<file path="src/rtl/msi_directory_controller.sv">
// MSI home-node directory controller: owns memory plus per-block directory state,
// snoops the other caches when required, then replies to the requester.
module msi_directory_controller #(
    parameter int NPROC  = 2,
    parameter int PID_W  = 1,
    parameter int ADDR_W = 4,
    parameter int DATA_W = 4
) (
    input  logic              Clock,
    input  logic              Reset,
    input  logic              ReqValid,
    output logic              ReqReady,
    input  logic [PID_W-1:0]  ReqProc,
    input  logic [1:0]        ReqType,
    input  logic [ADDR_W-1:0] ReqAddress,
    input  logic [DATA_W-1:0] ReqData,
    output logic              SnpValid,
    output logic [1:0]        SnpType,
    output logic [NPROC-1:0]  SnpTarget,
    output logic [ADDR_W-1:0] SnpAddress,
    input  logic              SnpAckValid,
    input  logic [PID_W-1:0]  SnpAckProc,
    input  logic [DATA_W-1:0] SnpAckData,
    output logic              RespValid,
    output logic [PID_W-1:0]  RespProc,
    output logic [ADDR_W-1:0] RespAddress,
    output logic [DATA_W-1:0] RespData,
    output logic              Busy,
    input  logic [ADDR_W-1:0] DbgAddress,
    output logic [1:0]        DbgState,
    output logic [NPROC-1:0]  DbgSharers,
    output logic [DATA_W-1:0] DbgData
);
    localparam int DEPTH = 1 << ADDR_W;

    localparam logic [1:0] REQ_RD  = 2'b00;
    localparam logic [1:0] REQ_WR  = 2'b01;
    localparam logic [1:0] REQ_UPG = 2'b10;
    localparam logic [1:0] DIR_U   = 2'b00;
    localparam logic [1:0] DIR_S   = 2'b01;
    localparam logic [1:0] DIR_E   = 2'b10;
    localparam logic [1:0] SNP_INV  = 2'b01;
    localparam logic [1:0] SNP_FET  = 2'b10;
    localparam logic [1:0] SNP_FINV = 2'b11;

    typedef enum logic [2:0] {IDLE, LOOKUP, SNOOP, WAIT_ACK, REPLY} stateT;

    typedef struct packed {
        logic [PID_W-1:0]  proc;
        logic [1:0]        kind;
        logic [ADDR_W-1:0] addr;
        logic [DATA_W-1:0] data;
    } reqT;

    stateT state, nextState;
    reqT   req;

    logic [1:0]        dirState [DEPTH];
    logic [NPROC-1:0]  dirMask  [DEPTH];
    logic [DATA_W-1:0] mem      [DEPTH];

    logic [NPROC-1:0]  pending;
    logic [DATA_W-1:0] ackData;

    logic [1:0]        curSt;
    logic [NPROC-1:0]  curMask, reqBit, ackBit;
    logic [DATA_W-1:0] curData;
    logic              isOwner, ackHit, lastAck;

    logic              planSnoop, planWbWrite, planFromAck;
    logic [1:0]        planSnpType, planSt;
    logic [NPROC-1:0]  planSnpTarget, planMask;
    logic [DATA_W-1:0] planRespData;

    assign curSt   = dirState[req.addr];
    assign curMask = dirMask[req.addr];
    assign curData = mem[req.addr];
    assign reqBit  = NPROC'(1) << req.proc;
    assign isOwner = (curSt == DIR_E) && (curMask == reqBit);

    // An ack from a cache outside NPROC shifts to zero and never hits.
    assign ackBit  = NPROC'(1) << SnpAckProc;
    assign ackHit  = SnpAckValid && (|(pending & ackBit));
    assign lastAck = ((pending & ~ackBit) == '0);

    assign ReqReady   = (state == IDLE) && !Reset;
    assign Busy       = (state != IDLE);
    assign DbgState   = dirState[DbgAddress];
    assign DbgSharers = dirMask[DbgAddress];
    assign DbgData    = mem[DbgAddress];

    // Action plan for the latched request; arrays only change in REPLY, so the
    // plan stays valid from LOOKUP through REPLY.
    always_comb begin
        planSnoop     = 1'b0;
        planSnpType   = SNP_INV;
        planSnpTarget = '0;
        planSt        = curSt;
        planMask      = curMask;
        planWbWrite   = 1'b0;
        planFromAck   = 1'b0;
        planRespData  = curData;
        case (req.kind)
            REQ_RD: begin
                if (curSt == DIR_E && !isOwner) begin
                    planSnoop     = 1'b1;
                    planSnpType   = SNP_FET;
                    planSnpTarget = curMask;
                    planSt        = DIR_S;
                    planMask      = curMask | reqBit;
                    planFromAck   = 1'b1;
                end else if (curSt == DIR_S) begin
                    planSt   = DIR_S;
                    planMask = curMask | reqBit;
                end else begin
                    planSt   = DIR_S;
                    planMask = reqBit;
                end
            end
            REQ_WR, REQ_UPG: begin
                if (curSt == DIR_E && !isOwner) begin
                    planSnoop     = 1'b1;
                    planSnpType   = SNP_FINV;
                    planSnpTarget = curMask;
                    planFromAck   = 1'b1;
                end else if (curSt == DIR_S && (|(curMask & ~reqBit))) begin
                    planSnoop     = 1'b1;
                    planSnpType   = SNP_INV;
                    planSnpTarget = curMask & ~reqBit;
                end
                planSt   = DIR_E;
                planMask = reqBit;
            end
            default: begin
                // Stale writebacks leave memory and directory untouched.
                if (isOwner) begin
                    planWbWrite  = 1'b1;
                    planSt       = DIR_U;
                    planMask     = '0;
                    planRespData = req.data;
                end
            end
        endcase
    end

    always_ff @(posedge Clock) begin
        if (Reset) state <= IDLE;
        else       state <= nextState;
    end

    always_comb begin
        nextState = state;
        case (state)
            IDLE:     if (ReqValid && ReqReady) nextState = LOOKUP;
            LOOKUP:   nextState = planSnoop ? SNOOP : REPLY;
            SNOOP:    nextState = WAIT_ACK;
            WAIT_ACK: if (ackHit && lastAck) nextState = REPLY;
            REPLY:    nextState = IDLE;
            default:  nextState = IDLE;
        endcase
    end

    always_ff @(posedge Clock) begin
        if (Reset) begin
            SnpValid    <= 1'b0;
            SnpType     <= '0;
            SnpTarget   <= '0;
            SnpAddress  <= '0;
            RespValid   <= 1'b0;
            RespProc    <= '0;
            RespAddress <= '0;
            RespData    <= '0;
            pending     <= '0;
            ackData     <= '0;
            req         <= '0;
            for (int i = 0; i < DEPTH; i++) begin
                dirState[i] <= DIR_U;
                dirMask[i]  <= '0;
                mem[i]      <= DATA_W'(i);
            end
        end else begin
            SnpValid  <= 1'b0;
            RespValid <= 1'b0;
            case (state)
                IDLE: begin
                    if (ReqValid && ReqReady)
                        req <= '{proc: ReqProc, kind: ReqType, addr: ReqAddress, data: ReqData};
                end
                LOOKUP: begin
                    if (planSnoop) begin
                        SnpValid   <= 1'b1;
                        SnpType    <= planSnpType;
                        SnpTarget  <= planSnpTarget;
                        SnpAddress <= req.addr;
                        pending    <= planSnpTarget;
                    end else begin
                        RespValid   <= 1'b1;
                        RespProc    <= req.proc;
                        RespAddress <= req.addr;
                        RespData    <= planRespData;
                    end
                end
                WAIT_ACK: begin
                    if (ackHit) begin
                        pending <= pending & ~ackBit;
                        if (planFromAck) ackData <= SnpAckData;
                        if (lastAck) begin
                            RespValid   <= 1'b1;
                            RespProc    <= req.proc;
                            RespAddress <= req.addr;
                            RespData    <= planFromAck ? SnpAckData : curData;
                        end
                    end
                end
                REPLY: begin
                    dirState[req.addr] <= planSt;
                    dirMask[req.addr]  <= planMask;
                    if (planWbWrite)      mem[req.addr] <= req.data;
                    else if (planFromAck) mem[req.addr] <= ackData;
                end
                default: ;
            endcase
        end
    end
endmodule

</file>
<file path="config.mk">
export PLATFORM = sky130hd
export DESIGN_NAME = msi_directory_controller
export DESIGN_NICKNAME = d
export VERILOG_FILES = /design/src/rtl/msi_directory_controller.sv
export SDC_FILE = /design/constraint.sdc
export NUM_CORES = 1
export LEC_CHECK = 0
export ABC_AREA = 0
export BUFFER_PORTS_ARGS = -buffer_cell sky130_fd_sc_hd__buf_2
export CAP_MARGIN = 20
export CORE_UTILIZATION = 66
export CTS_CLUSTER_SIZE = 16
export DETAILED_ROUTE_END_ITERATION = 6
export HOLD_SLACK_MARGIN = 0.03
export MAX_ROUTING_LAYER = met4
export PLACE_DENSITY = 0.89
export SLEW_MARGIN = 20
export SYNTH_ARGS = -nofsm -noshare
export SYNTH_HDL_FRONTEND = slang
export SYNTH_SLANG_ARGS = --single-unit
</file>
<file path="constraint.sdc">
create_clock -name Clock -period 7.35 [get_ports Clock]
set_clock_uncertainty 0.05 [all_clocks]
set_input_delay 1.1025 -clock Clock [delete_from_list [all_inputs] [get_ports Clock]]
set_output_delay 1.1025 -clock Clock [all_outputs]
set_load 0.005 [all_outputs]
</file>
# After elaboration in Yosys (flattened, before gate mapping)
# Memories as Yosys holds them, arrays and structs flattened. A register that Yosys moved wholly into a read port is not among the register bits.
# Index checks and enable logic that the tools add are counted.
# word_totals
register_bits	39
latchBits	0
mem_bits_rw	128
mem_bits_ro	0
input_bits	24
output_inout_bits	29
wordCells	148
mem_count	3
# op_classes
addsub	0
mul	0
div	0
n_lt_le_gt_ge	0
n_eq_ne	15
shifts	2
muxes	77
bitwise_logic	8
reduce_logical	28
# memory_table
name	depth	width	read_ports	rd_clocked_by_memory_dff	wr	line_no	source
mem	16	4	2	1	16	60	logic [DATA_W-1:0] mem [DEPTH];
dirMask	16	2	2	1	16	59	logic [NPROC-1:0] dirMask [DEPTH];
dirState	16	2	2	1	16	58	logic [1:0] dirState [DEPTH];
# op_table
op	count
$mux W4	20
$mux W1	30
$mux W2	13
$pmux W2 S2	5
$pmux W4 S2	2
$pmux W3 S4	1
$reduce_or A2 Y1	6
$ne A2 B2 Y1 const B	5
$mux W3	3
$logic_and A1 B1 Y1	7
$and A2 B2 Y2	3
$eq A3 B2 Y1 const B	2
$pmux W1 S2	3
$reduce_and A2 Y1	3
$reduce_and A3 Y1	2
$eq A2 B1 Y1 const B	2
$eq A2 B2 Y1 const B	2
$logic_not A2 Y1	2
$not A2 Y2	2
$reduce_and A4 Y1	1
$reduce_or A4 Y1	1
$shl A1 B1 Y2 const A	2
$eq A3 B1 Y1 const B	1
$eq A3 B3 Y1 const B	1
other kinds (10)	11

# Logic depth before layout (Yosys ltp)
# depth
depth_word	15
ltp_mapped	14
mapped_depth_nobuf	11

# Worst setup path after synthesis
# No wires, ideal clock.
# synth_timing
path_type	input to output
start	in DbgAddress[0]
end	out DbgData[0]
t_arrival_ns	2.892
t_required_ns	6.198
setup_slack_ns	3.305
stages	4
n_path_buf	2
cell_sequence	clkbuf_1 -> buf_1 -> mux4_2 -> mux4_2
# synth_via
elab_chain_len	1
# synth_lines
element	line_no	source
from (decl)	29	input logic [ADDR_W-1:0] DbgAddress,
$mem_v2 Z16 W4	n/a	
to (decl)	32	output logic [DATA_W-1:0] DbgData
# Every way passes these cells.

==> results.json <==
{
  "p_comb_share_pct": 19.4,
  "cts_resized": 0,
  "cts_setup_buffers": 0,
  "hold_path.startpoint": "RespData[1]",
  "synthArstFlopShare_pct": 0,
  "cts_hold_buf": 0,
  "area.sequential_sq_mm": 0.004706,
  "grt_usage_pct": 36.77,
  "synth_top_area_share_pct": 43.11,
  "avgSynthCellArea_sq_um": 12.74,
  "drive_gt1_share_pct": 26.04,
  "p_leak_nw": 3.372,
  "chipWidth_um": 118.2,
  "yosys.cell_types.count": 49,
  "outcome": "finished clean",
  "drtIter0Drc": 895,
  "first_global_vias": 6467,
  "r2r_end": "mem[2][1]",
  "ys_ff_latch": 171,
  "cts_tree": "yes",
  "via_per_inst": 7.163,
  "synthMuxAreaShare_pct": 23.21,
  "p_seq_share_pct": 43.7,
  "yosysWarnings": 0,
  "clk_pin_slew_worst_paths_ns": 0.07,
  "ff2ff_setup_slack_ns": 2.47,
  "numCtsBuffers": 17,
  "multi_input_area_sq_mm": 0.003926,
  "ys_seq_area_share_pct": 52.76,
  "synth_nets": 731,
  "synth_common_cells": "128 x edfxtp_1, 126 x nor2_1, 76 x mux4_2",
  "finalSetupTns_ns": 0,
  "slew_headroom_pct": 35.67,
  "core_area_sq_mm": 0.01319,
  "clkSinkCount": 171,
  "fillers": 754,
  "synth_xor_area_share_pct": 0.09823,
  "yosys-top-cells-area": "edfxtp_1 43%, mux4_2 19%, dfxtp_1 9.7%",
  "holdPathStages": 2,
  "critPathLaunchType": "register",
  "crit_path_end_kind": "register",
  "cp.required_ns": 7.46,
  "final_net_count": 763,
  "synth_compound_area_share_pct": 4.659,
  "hp-class": "reg2reg",
  "dieArea_sq_mm": 0.01398,
  "overflow": 0,
  "drt-pass1-iter-count": 7,
  "path_class": "reg2reg",
  "dp_hpwl_mm": 15.99,
  "cts.path.max_buffers": 2,
  "swShare_pct": 29.10,
  "critPathArrivalTime_ns": 4.98,
  "num_vias": 6619,
  "drc": 0,
  "synth-adder-area-share_pct": 0.9823,
  "dp_slack_ns": 2.596,
  "io_pins": 53,
  "final_core_util_pct": 74.76,
  "port_buffers": 52,
  "report.final.slew_viol_count": 0,
  "root_buffer": "clkbuf_16",
  "ant_nets": 0,
  "tightest_slew_ns": 0.9649,
  "min_period_over_period_pct": 66.34,
  "rr_worst_depth": 10,
  "power_density_mw_per_mm2": 265.1,
  "synth-edff-count": 128,
  "max_freq_ghz": 0.2051,
  "clockPowerShare_pct": 36.9,
  "vdd_drop_max_mv": 0.2296,
  "grt_max_degree": 76,
  "grt_pass1_wl_mm": 36.58,
  "wl_per_cell_um": 25.71,
  "fin_ws_ns": 2.474,
  "setup-violations-final": 0,
  "yosysMostFrequentCell": "edfxtp_1",
  "maxCapViolCount": 0,
  "grt_antenna_before_repair": 2,
  "hold_viol": 0,
  "drt-total-wl_mm": 23.76,
  "cellInternalPower_w": 0.001853,
  "fin_crit_ns": 4.876,
  "htreeDepth": 4,
  "rows": 42,
  "synth_top_family_by_area": "multiplexers",
  "die_h_um": 118.2,
  "cp_max_fo": 30,
  "insertion_delay_ns": 0.44,
  "hold_end": "RespData[1]",
  "syn_to_final_growth_pct": 10.60,
  "p_sw_w": 0.0007606,
  "syn_inst": 700,
  "grt_setup_unrepaired": "no",
  "gp_congestion": 0.9522,
  "yosys.area_share.simple_pct": 15.04,
  "initial_core_util_pct": 67.60,
  "synth_top_area_cell": "edfxtp_1",
  "syn-cell-area_sq_mm": 0.008916,
  "synth_top_flop_cell": "edfxtp_1"
}
[layer usage]
layer / global-route usage (%) / vias to the layer above / routed length, um
li1: - / 2699 / -
met1: 44.20 / 3162 / 7893
met2: 57.68 / 639 / 11580
met3: 8.977 / 119 / 2989
met4: 20.03 / 0 / 1295
met5: - / - / 0
[worst max-delay path, stage by stage (launching register included)]
cell	delay, ns
dfxtp_2	0.97
mux4_2	0.62
mux2i_1	0.19
nor2_1	0.06
a21oi_1	0.33
ha_1	0.32
nor2_1	0.24
a21o_1	0.43
or3_1	0.50
mux2i_4	0.70
nand2b_1	0.16
[flip-flops by register name, indices dropped and copies added, names as in the netlist, 3 cells and up, named ones only]
signal / count
req: 11
state: 3
dirState: 32
dirMask: 32
RespData: 4
RespAddress: 4
mem: 64
ackData: 4
SnpAddress: 4
[placed cells by master (no fill, tap or decap), drive strengths merged, types with 8 or more instances in the layout]
| cell type | synthesis | routed |
|---|---|---|
| nand2 | 69 | 69 |
| nor3 | 23 | 23 |
| nand3 | 9 | 9 |
| nor2b | 8 | 8 |
| mux4 | 76 | 76 |
| edfxtp | 128 | 128 |
| a21oi | 8 | 8 |
| dfxtp | 43 | 43 |
| nand2b | 27 | 27 |
| or2 | 14 | 14 |
| inv | 17 | 20 |
| nor2 | 126 | 126 |
| o31ai | 10 | 10 |
| buf | 22 | 59 |
| mux2i | 24 | 24 |
| clkbuf | 24 | 17 |
[final cells by class]
class | count | area share (%)
sequential | 171 | 47.72
multi-input combinational | 466 | 39.82
clock buffer | 17 | 4.314
timing repair buffer | 59 | 3.198
tap | 176 | 2.233
clock inverter | 15 | 1.992
inverter | 17 | 0.6471
antenna | 3 | 0.07613
[power by group through the flow]
stage,logic [W],registers [W],clock network [W]
5_1_grt,0.000537,0.00115,0.000994
3_3_place_gp,0.000460,0.00115,0
4_1_cts,0.000493,0.00114,0.000955
3_5_place_dp,0.000479,0.00116,0
6_report,0.000508,0.00114,0.000965
2_1_floorplan,0.000370,0.00113,0
[worst max-delay path by stage]
| stage | from | to | slack (ns) | depth (start not counted) |
|---|---|---|---|---|
| 6_report | register | mem[2][1] | 2.47 | 10 |
| 5_1_grt | register | mem[2][1] | 2.22 | 10 |
| 4_1_cts | register | mem[2][1] | 2.53 | 10 |
| 3_5_place_dp | register | mem[2][1] | 2.60 | 10 |
| 3_3_place_gp | register | mem[3][3] | 2.76 | 10 |
| 2_1_floorplan | DbgAddress[0] | DbgData[0] | 3.31 | 4 |
[stage by stage]
| step | instance area, sq um | instances | power, W | hold WS [ns] |
|---|---|---|---|---|
| floorplan | 8916 | 700 | 0.001496 | 0.3982 |
| global placement | 9225 | 889 | 0.001613 | 0.4004 |
| detailed placement | 9225 | 889 | 0.001636 | 0.4176 |
| CTS | 9847 | 921 | 0.002586 | 0.4368 |
| global route | 9861 | 924 | 0.002676 | 0.4586 |
| finish | 9861 | 924 | 0.002614 | 0.4449 |
[cells by family (layout without fill, tap and decap cells)]
kind of cell	after synthesis	count (layout)
other	0	3
buffers and inverters	63	108
adders and majority gates	7	7
xor gates and xnor gates	1	1
AOI/OAI and AO/OA	56	56
DFF	171	171
and+or+nand+nor	296	296
muxes	106	106
No activity file was read; power rests on OpenSTA's default activity.
